`src/rtl/ccc_cfg_pkg.sv`:
```
// Shared encodings, widths and FSM states for the CCC dynamic-configuration APB master.
package ccc_cfg_pkg;

  localparam int unsigned CCC_AW = 6;
  localparam int unsigned CCC_DW = 8;

  localparam logic [1:0] CCC_OP_WR     = 2'b00;
  localparam logic [1:0] CCC_OP_RD     = 2'b01;
  localparam logic [1:0] CCC_OP_RELOCK = 2'b10;

  typedef enum logic [2:0] {
    StIdle,
    StSetup,
    StAccess,
    StResp,
    StPllRst,
    StLockWait
  } ccc_cfg_state_t;

endpackage

```
`src/rtl/ccc_lock_sync.sv`:
```
// Two-flop synchronizer bringing the asynchronous CCC lock into the PCLK domain.
module ccc_lock_sync (
  input  logic clk_i,
  input  logic rst_ni,
  input  logic lock_i,
  output logic locked_o
);

  logic meta_q;

  always_ff @(posedge clk_i) begin
    if (!rst_ni) begin
      meta_q   <= 1'b0;
      locked_o <= 1'b0;
    end else begin
      meta_q   <= lock_i;
      locked_o <= meta_q;
    end
  end

endmodule

```
`src/rtl/ccc_apb_cfg_master.sv`:
```
// APB initiator for the fabric CCC configuration port, with PLL reset / lock-wait sequencing.
module ccc_apb_cfg_master
  import ccc_cfg_pkg::*;
#(
  parameter int unsigned RST_CYCLES   = 16,
  parameter int unsigned LOCK_TIMEOUT = 4096,
  parameter int unsigned BUSY_TIMEOUT = 64
) (
  input  logic              PCLK,
  input  logic              PRESET_N,
  input  logic              CMD_VALID,
  output logic              CMD_READY,
  input  logic [1:0]        CMD_OP,
  input  logic [CCC_AW-1:0] CMD_ADDR,
  input  logic [CCC_DW-1:0] CMD_WDATA,
  output logic              RSP_VALID,
  output logic [CCC_DW-1:0] RSP_RDATA,
  output logic              RSP_ERR,
  output logic              PSEL,
  output logic              PENABLE,
  output logic              PWRITE,
  output logic [CCC_AW-1:0] PADDR,
  output logic [CCC_DW-1:0] PWDATA,
  input  logic [CCC_DW-1:0] PRDATA,
  input  logic              BUSY,
  output logic              PLL_ARST_N,
  input  logic              LOCK,
  output logic              LOCKED
);

  localparam int unsigned RW = $clog2(RST_CYCLES + 1);
  localparam int unsigned LW = $clog2(LOCK_TIMEOUT + 1);
  localparam int unsigned BW = $clog2(BUSY_TIMEOUT + 1);

  localparam logic [RW-1:0] RstLast  = RW'(RST_CYCLES - 1);
  localparam logic [LW-1:0] LockLast = LW'(LOCK_TIMEOUT - 1);
  localparam logic [LW-1:0] LockMax  = LW'(LOCK_TIMEOUT);
  localparam logic [BW-1:0] BusyLast = BW'(BUSY_TIMEOUT - 1);

  ccc_cfg_state_t state_q;
  logic [1:0]     op_q;
  logic [RW-1:0]  rst_cnt_q;
  logic [LW-1:0]  lock_cnt_q;
  logic [BW-1:0]  busy_cnt_q;
  logic           seen_low_q;

  ccc_lock_sync u_lock_sync (
    .clk_i    (PCLK),
    .rst_ni   (PRESET_N),
    .lock_i   (LOCK),
    .locked_o (LOCKED)
  );

  always_ff @(posedge PCLK) begin
    if (!PRESET_N) begin
      state_q    <= StIdle;
      op_q       <= CCC_OP_WR;
      rst_cnt_q  <= '0;
      lock_cnt_q <= '0;
      busy_cnt_q <= '0;
      seen_low_q <= 1'b0;
      CMD_READY  <= 1'b1;
      RSP_VALID  <= 1'b0;
      RSP_RDATA  <= '0;
      RSP_ERR    <= 1'b0;
      PSEL       <= 1'b0;
      PENABLE    <= 1'b0;
      PWRITE     <= 1'b0;
      PADDR      <= '0;
      PWDATA     <= '0;
      PLL_ARST_N <= 1'b1;
    end else begin
      unique case (state_q)
        StIdle: begin
          if (CMD_VALID && CMD_READY) begin
            op_q      <= CMD_OP;
            CMD_READY <= 1'b0;
            case (CMD_OP)
              CCC_OP_WR, CCC_OP_RD: begin
                state_q    <= StSetup;
                PSEL       <= 1'b1;
                PENABLE    <= 1'b0;
                PWRITE     <= (CMD_OP == CCC_OP_WR);
                PADDR      <= CMD_ADDR;
                PWDATA     <= CMD_WDATA;
                busy_cnt_q <= '0;
              end
              CCC_OP_RELOCK: begin
                state_q    <= StPllRst;
                PLL_ARST_N <= 1'b0;
                rst_cnt_q  <= '0;
                seen_low_q <= 1'b0;
              end
              default: begin
                state_q   <= StResp;
                RSP_VALID <= 1'b1;
                RSP_ERR   <= 1'b1;
                RSP_RDATA <= '0;
              end
            endcase
          end
        end
        StSetup: begin
          state_q <= StAccess;
          PENABLE <= 1'b1;
        end
        StAccess: begin
          if (!BUSY) begin
            state_q   <= StResp;
            PSEL      <= 1'b0;
            PENABLE   <= 1'b0;
            RSP_VALID <= 1'b1;
            RSP_ERR   <= 1'b0;
            RSP_RDATA <= (op_q == CCC_OP_RD) ? PRDATA : '0;
          end else if (busy_cnt_q == BusyLast) begin
            // Responder never finished: abandon the transfer rather than hang the port.
            state_q   <= StResp;
            PSEL      <= 1'b0;
            PENABLE   <= 1'b0;
            RSP_VALID <= 1'b1;
            RSP_ERR   <= 1'b1;
            RSP_RDATA <= '0;
          end else begin
            busy_cnt_q <= busy_cnt_q + 1'b1;
          end
        end
        StResp: begin
          state_q   <= StIdle;
          RSP_VALID <= 1'b0;
          RSP_ERR   <= 1'b0;
          RSP_RDATA <= '0;
          CMD_READY <= 1'b1;
        end
        StPllRst: begin
          if (!LOCKED) seen_low_q <= 1'b1;
          if (rst_cnt_q == RstLast) begin
            state_q    <= StLockWait;
            PLL_ARST_N <= 1'b1;
            lock_cnt_q <= '0;
          end else begin
            rst_cnt_q <= rst_cnt_q + 1'b1;
          end
        end
        StLockWait: begin
          if (!LOCKED) seen_low_q <= 1'b1;
          // A lock left over from before the reset only counts once the wait has aged.
          if (LOCKED && (seen_low_q || lock_cnt_q >= LW'(2))) begin
            state_q   <= StResp;
            RSP_VALID <= 1'b1;
            RSP_ERR   <= 1'b0;
            RSP_RDATA <= '0;
          end else if (lock_cnt_q == LockLast) begin
            state_q   <= StResp;
            RSP_VALID <= 1'b1;
            RSP_ERR   <= 1'b1;
            RSP_RDATA <= '0;
          end else if (lock_cnt_q != LockMax) begin
            lock_cnt_q <= lock_cnt_q + 1'b1;
          end
        end
        default: state_q <= StIdle;
      endcase
    end
  end

endmodule

```
`config.mk`:
```
export PLATFORM = sky130hd
export DESIGN_NAME = ccc_apb_cfg_master
export DESIGN_NICKNAME = d
export VERILOG_FILES = /design/src/rtl/ccc_cfg_pkg.sv /design/src/rtl/ccc_lock_sync.sv /design/src/rtl/ccc_apb_cfg_master.sv
export SDC_FILE = /design/constraint.sdc
export NUM_CORES = 1
export LEC_CHECK = 0
export CORE_MARGIN = 1
export CORE_UTILIZATION = 51
export CTS_CLUSTER_DIAMETER = 100
export DETAILED_ROUTE_END_ITERATION = 8
export PLACE_DENSITY_LB_ADDON = 0.08
export SYNTH_ARGS = -nofsm -noshare
export SYNTH_HDL_FRONTEND = slang
export SYNTH_SLANG_ARGS = --single-unit
```
`constraint.sdc`:
```
create_clock -name PCLK -period 2.45 [get_ports PCLK]
set_input_delay 0.6125 -clock PCLK [delete_from_list [all_inputs] [get_ports PCLK]]
set_output_delay 0.6125 -clock PCLK [all_outputs]
set_load 0.02 [all_outputs]
```
==> flow_summary.json <==
{
  "n_antenna_cell": 0,
  "clkLatencyLatePin_ns": 0.34,
  "ioPinCount": 59,
  "clkPwrFrac_pct": 33.7,
  "synth_top_flop_cell": "dfxtp_1",
  "post_cts_buffers": 0,
  "antenna_found_initial": 0,
  "die_y_um": 77.7,
  "swShare_pct": 30.1,
  "worst-path-buf-inv": 1,
  "r2r_start": "lock_cnt_q[0]",
  "ir_drop_mv": 0.590,
  "htreeDepth": 3,
  "drv_slew": 0,
  "layout-drive-gt1-share_pct": 12.0,
  "synth_cells": 329,
  "num_vias": 2549,
  "die_w_um": 77.7,
  "timing.rr.end": "lock_cnt_q[12]",
  "arrival_ns": 2.43,
  "synth_edf_count": 0,
  "fill_cells": 471,
  "clock_path_buffers": 2,
  "post_cts_resized": 0,
  "critPathSlowestCell": "nor4_4",
  "synth.distinct_cells": 54,
  "powerDensity_nw_per_um2": 671,
  "drc": 0,
  "finalCritPeriodShare_pct": 89.2,
  "power_frac_comb_pct": 22.0,
  "first_iter_violations": 124,
  "cp_data_required_time_ns": 2.69,
  "synth.avg_cell_area_sq_um": 8.88,
  "relSlewSlack_pct": 60.5,
  "cts-buffers-inserted": 9,
  "max_stage_delay_ns": 0.55,
  "start_util_pct": 53.1,
  "clk_pin_slew_ns": 0.07,
  "p_int_mw": 1.79,
  "antenna_left": 0,
  "dp_slack_ns": 0.103,
  "area.growth.synth_to_final_pct": 30.7,
  "grt_max_degree": 25,
  "cts_tree": "built",
  "nNetsFinal": 431,
  "dr.pass1.iters": 5,
  "worstSetupEndpointType": "register",
  "clock_sinks": 62,
  "fmax_ghz": 0.457,
  "min_from": "u_lock_sync.meta_q",
  "wl_um": 6360,
  "p_sw_mw": 0.771,
  "dp_hpwl_um": 4480,
  "synth_nets": 364,
  "grt_pass1_wl_um": 11100,
  "seq_area_frac_synth_pct": 42.5,
  "seqCellArea_sq_um": 1240,
  "root_buffer": "clkbuf_8",
  "p_seq_share_pct": 44.2,
  "worst_pin_slew_ns": 0.590,
  "ys_ff_latch": 62,
  "grt_pass1_vias": 2515,
  "rows": 27,
  "grt_setup_unrepaired": "false",
  "setup_viol": 0,
  "worstPathCellList": "inv_1, ha_1, nor4_1, a41oi_2, nor4_4, nand2_1, o211a_1",
  "async_reset_ff_share_pct": 0,
  "grt_usage_pct": 23.3,
  "gp_congestion": 0.828,
  "multi_input_area_sq_um": 1570,
  "power_mw": 2.56,
  "yosys_warnings": 0,
  "holdBufCountCts": 0,
  "min_path_type": "register to register",
  "numPortBuffers": 58,
  "hold_viol": 0,
  "synth_area_sq_um": 2920,
  "crit_family": "simple AND/OR/NAND/NOR gates",
  "grt_overflow": 0,
  "maxCapViolations": 0,
  "finalClockSkew_ns": 0.00626,
  "drt-wirelength-per-cell_um": 13.5,
  "crit_fanout": 8,
  "fin_tns_setup_ns": 0,
  "reg2reg_depth": 7,
  "crit_type": "register to register",
  "min_to": "u_lock_sync.locked_o",
  "start_kind": "register",
  "core_sq_um": 5510,
  "avgViaCountPerCell": 5.39,
  "die_area_sq_um": 6040,
  "min_period_ns": 2.19,
  "r2r_setup_slack_ns": 0.26,
  "worst_slack_ns": 0.264,
  "status": "completed",
  "hold_depth": 1,
  "p_leak_nw": 1.39
}
[cell families (layout without fill, tap and decap cells)]
logic type               after synthesis  after routing  synth area share (%)
AND/OR/NAND/NOR                      150            150                  28.1
AO/OA/AOI/OAI                         67             67                  17.6
flip-flops                            62             62                  42.5
buffers and inverters                 27             99                  3.98
XOR/XNOR                              13             13                  3.90
adder cells (fa/ha/maj)                6              6                  2.57
multiplexers                           4              4                  1.37
[per-layer routing]
layer  track usage (%)  vias up  share of wire [%]  wire, um
met2              36.2       55                 46      2910
li1                  -     1306                  -         -
met4              11.9        0                1.2        78
met3              6.35        7                4.3       273
met5                 0        -                  0         0
met1              29.5     1181                 49      3110
[placed cells by master, fill, tap and decap left out, types with 9 or more instances in the layout]
| cell | count |
|---|---|
| buf_4 | 16 |
| clkdlybuf4s50_1 | 58 |
| o21ai_0 | 10 |
| nand3_1 | 10 |
| nor2b_1 | 9 |
| clkbuf_8 | 9 |
| nand2b_1 | 9 |
| dfxtp_1 | 62 |
| nor2_1 | 27 |
| a21boi_0 | 14 |
| nand2_1 | 49 |
| inv_1 | 9 |
| a21oi_1 | 9 |
[stage by stage]
step / hold slack (ns) / instance area (sq um) / utilization [%] / cells
floorplan: 0.412 / 2920 / - / 329
global placement: 0.421 / 3630 / 65.9 / 457
detailed placement: 0.427 / 3630 / 65.9 / 457
CTS: 0.443 / 3820 / 69.4 / 473
global route: 0.464 / 3820 / 69.4 / 473
finish: 0.440 / 3820 / 69.4 / 473
[cells in the mapped netlist, drive strengths merged, types with 2 or more instances]
library cell   n  share of area [%]
xnor2          7                2.1
and4           4                1.2
or3            2               0.43
o211a          2               0.68
nor2          27                3.5
o211ai         4                1.0
dfxtp         62                 42
o2111ai        2               0.60
nand3         10                1.7
nand2b         9                1.9
o21ai         12                2.2
xor2           6                1.8
and2           4               0.86
a21boi        16                4.1
or4            2               0.51
clkbuf        12                1.6
a21oi          9                1.5
inv            9                1.2
mux2i          4                1.4
and3           8                1.7
buf            6                1.2
nand4          7                1.5
o31ai          2               0.68
nor2b          9                1.9
a32o           8                2.7
nor4          11                4.4
nand2         49                6.3
o22ai          2               0.43
nor3           5                1.0
ha             6                2.6
a31oi          2               0.43
[registers in the layout, summed over array words and instances, names as in the netlist, 2 cells and up]
name and flops:
state_q 3, op_q 2, RSP_RDATA 8, lock_cnt_q 13, PWDATA 8, rst_cnt_q 5, PADDR 6, busy_cnt_q 7
[power by group through the flow]
stage | Clock, mW | Sequential, mW | Combinational [mW]
after global placement | 0 | 1.16 | 0.557
after floorplan | 0 | 1.17 | 0.304
after CTS | 0.889 | 1.13 | 0.567
after global routing | 0.939 | 1.15 | 0.622
final | 0.865 | 1.13 | 0.565
after detailed placement | 0 | 1.16 | 0.564
[how the worst max path moves through the flow]
stage,to,cells past startpoint,from
after global placement,rst_cnt_q[4],6,CMD_OP[1]
after global routing,lock_cnt_q[12],7,lock_cnt_q[0]
after floorplan,lock_cnt_q[12],7,lock_cnt_q[0]
after CTS,lock_cnt_q[12],7,lock_cnt_q[0]
final,lock_cnt_q[12],7,lock_cnt_q[0]
after detailed placement,rst_cnt_q[4],6,CMD_OP[1]
[area by class of cell]
| cell class | count | share of cell area (%) |
|---|---|---|
| multi-input combinational | 240 | 41.0 |
| sequential | 62 | 32.5 |
| timing repair buffer | 74 | 18.3 |
| clock buffer | 9 | 3.24 |
| tap | 72 | 2.36 |
| clock inverter | 7 | 1.70 |
| inverter | 9 | 0.884 |
[worst register-to-register path, delay by kind of cell (launching register included)]
kind / cells / cell delay, ns
AO/OA/AOI/OAI: 2 / 0.52
buffers and inverters: 1 / 0.08
adder cells (fa/ha/maj): 1 / 0.19
AND/OR/NAND/NOR: 3 / 0.89
flip-flops: 1 / 0.40
Note: power is estimated with default switching activity, not from simulation.
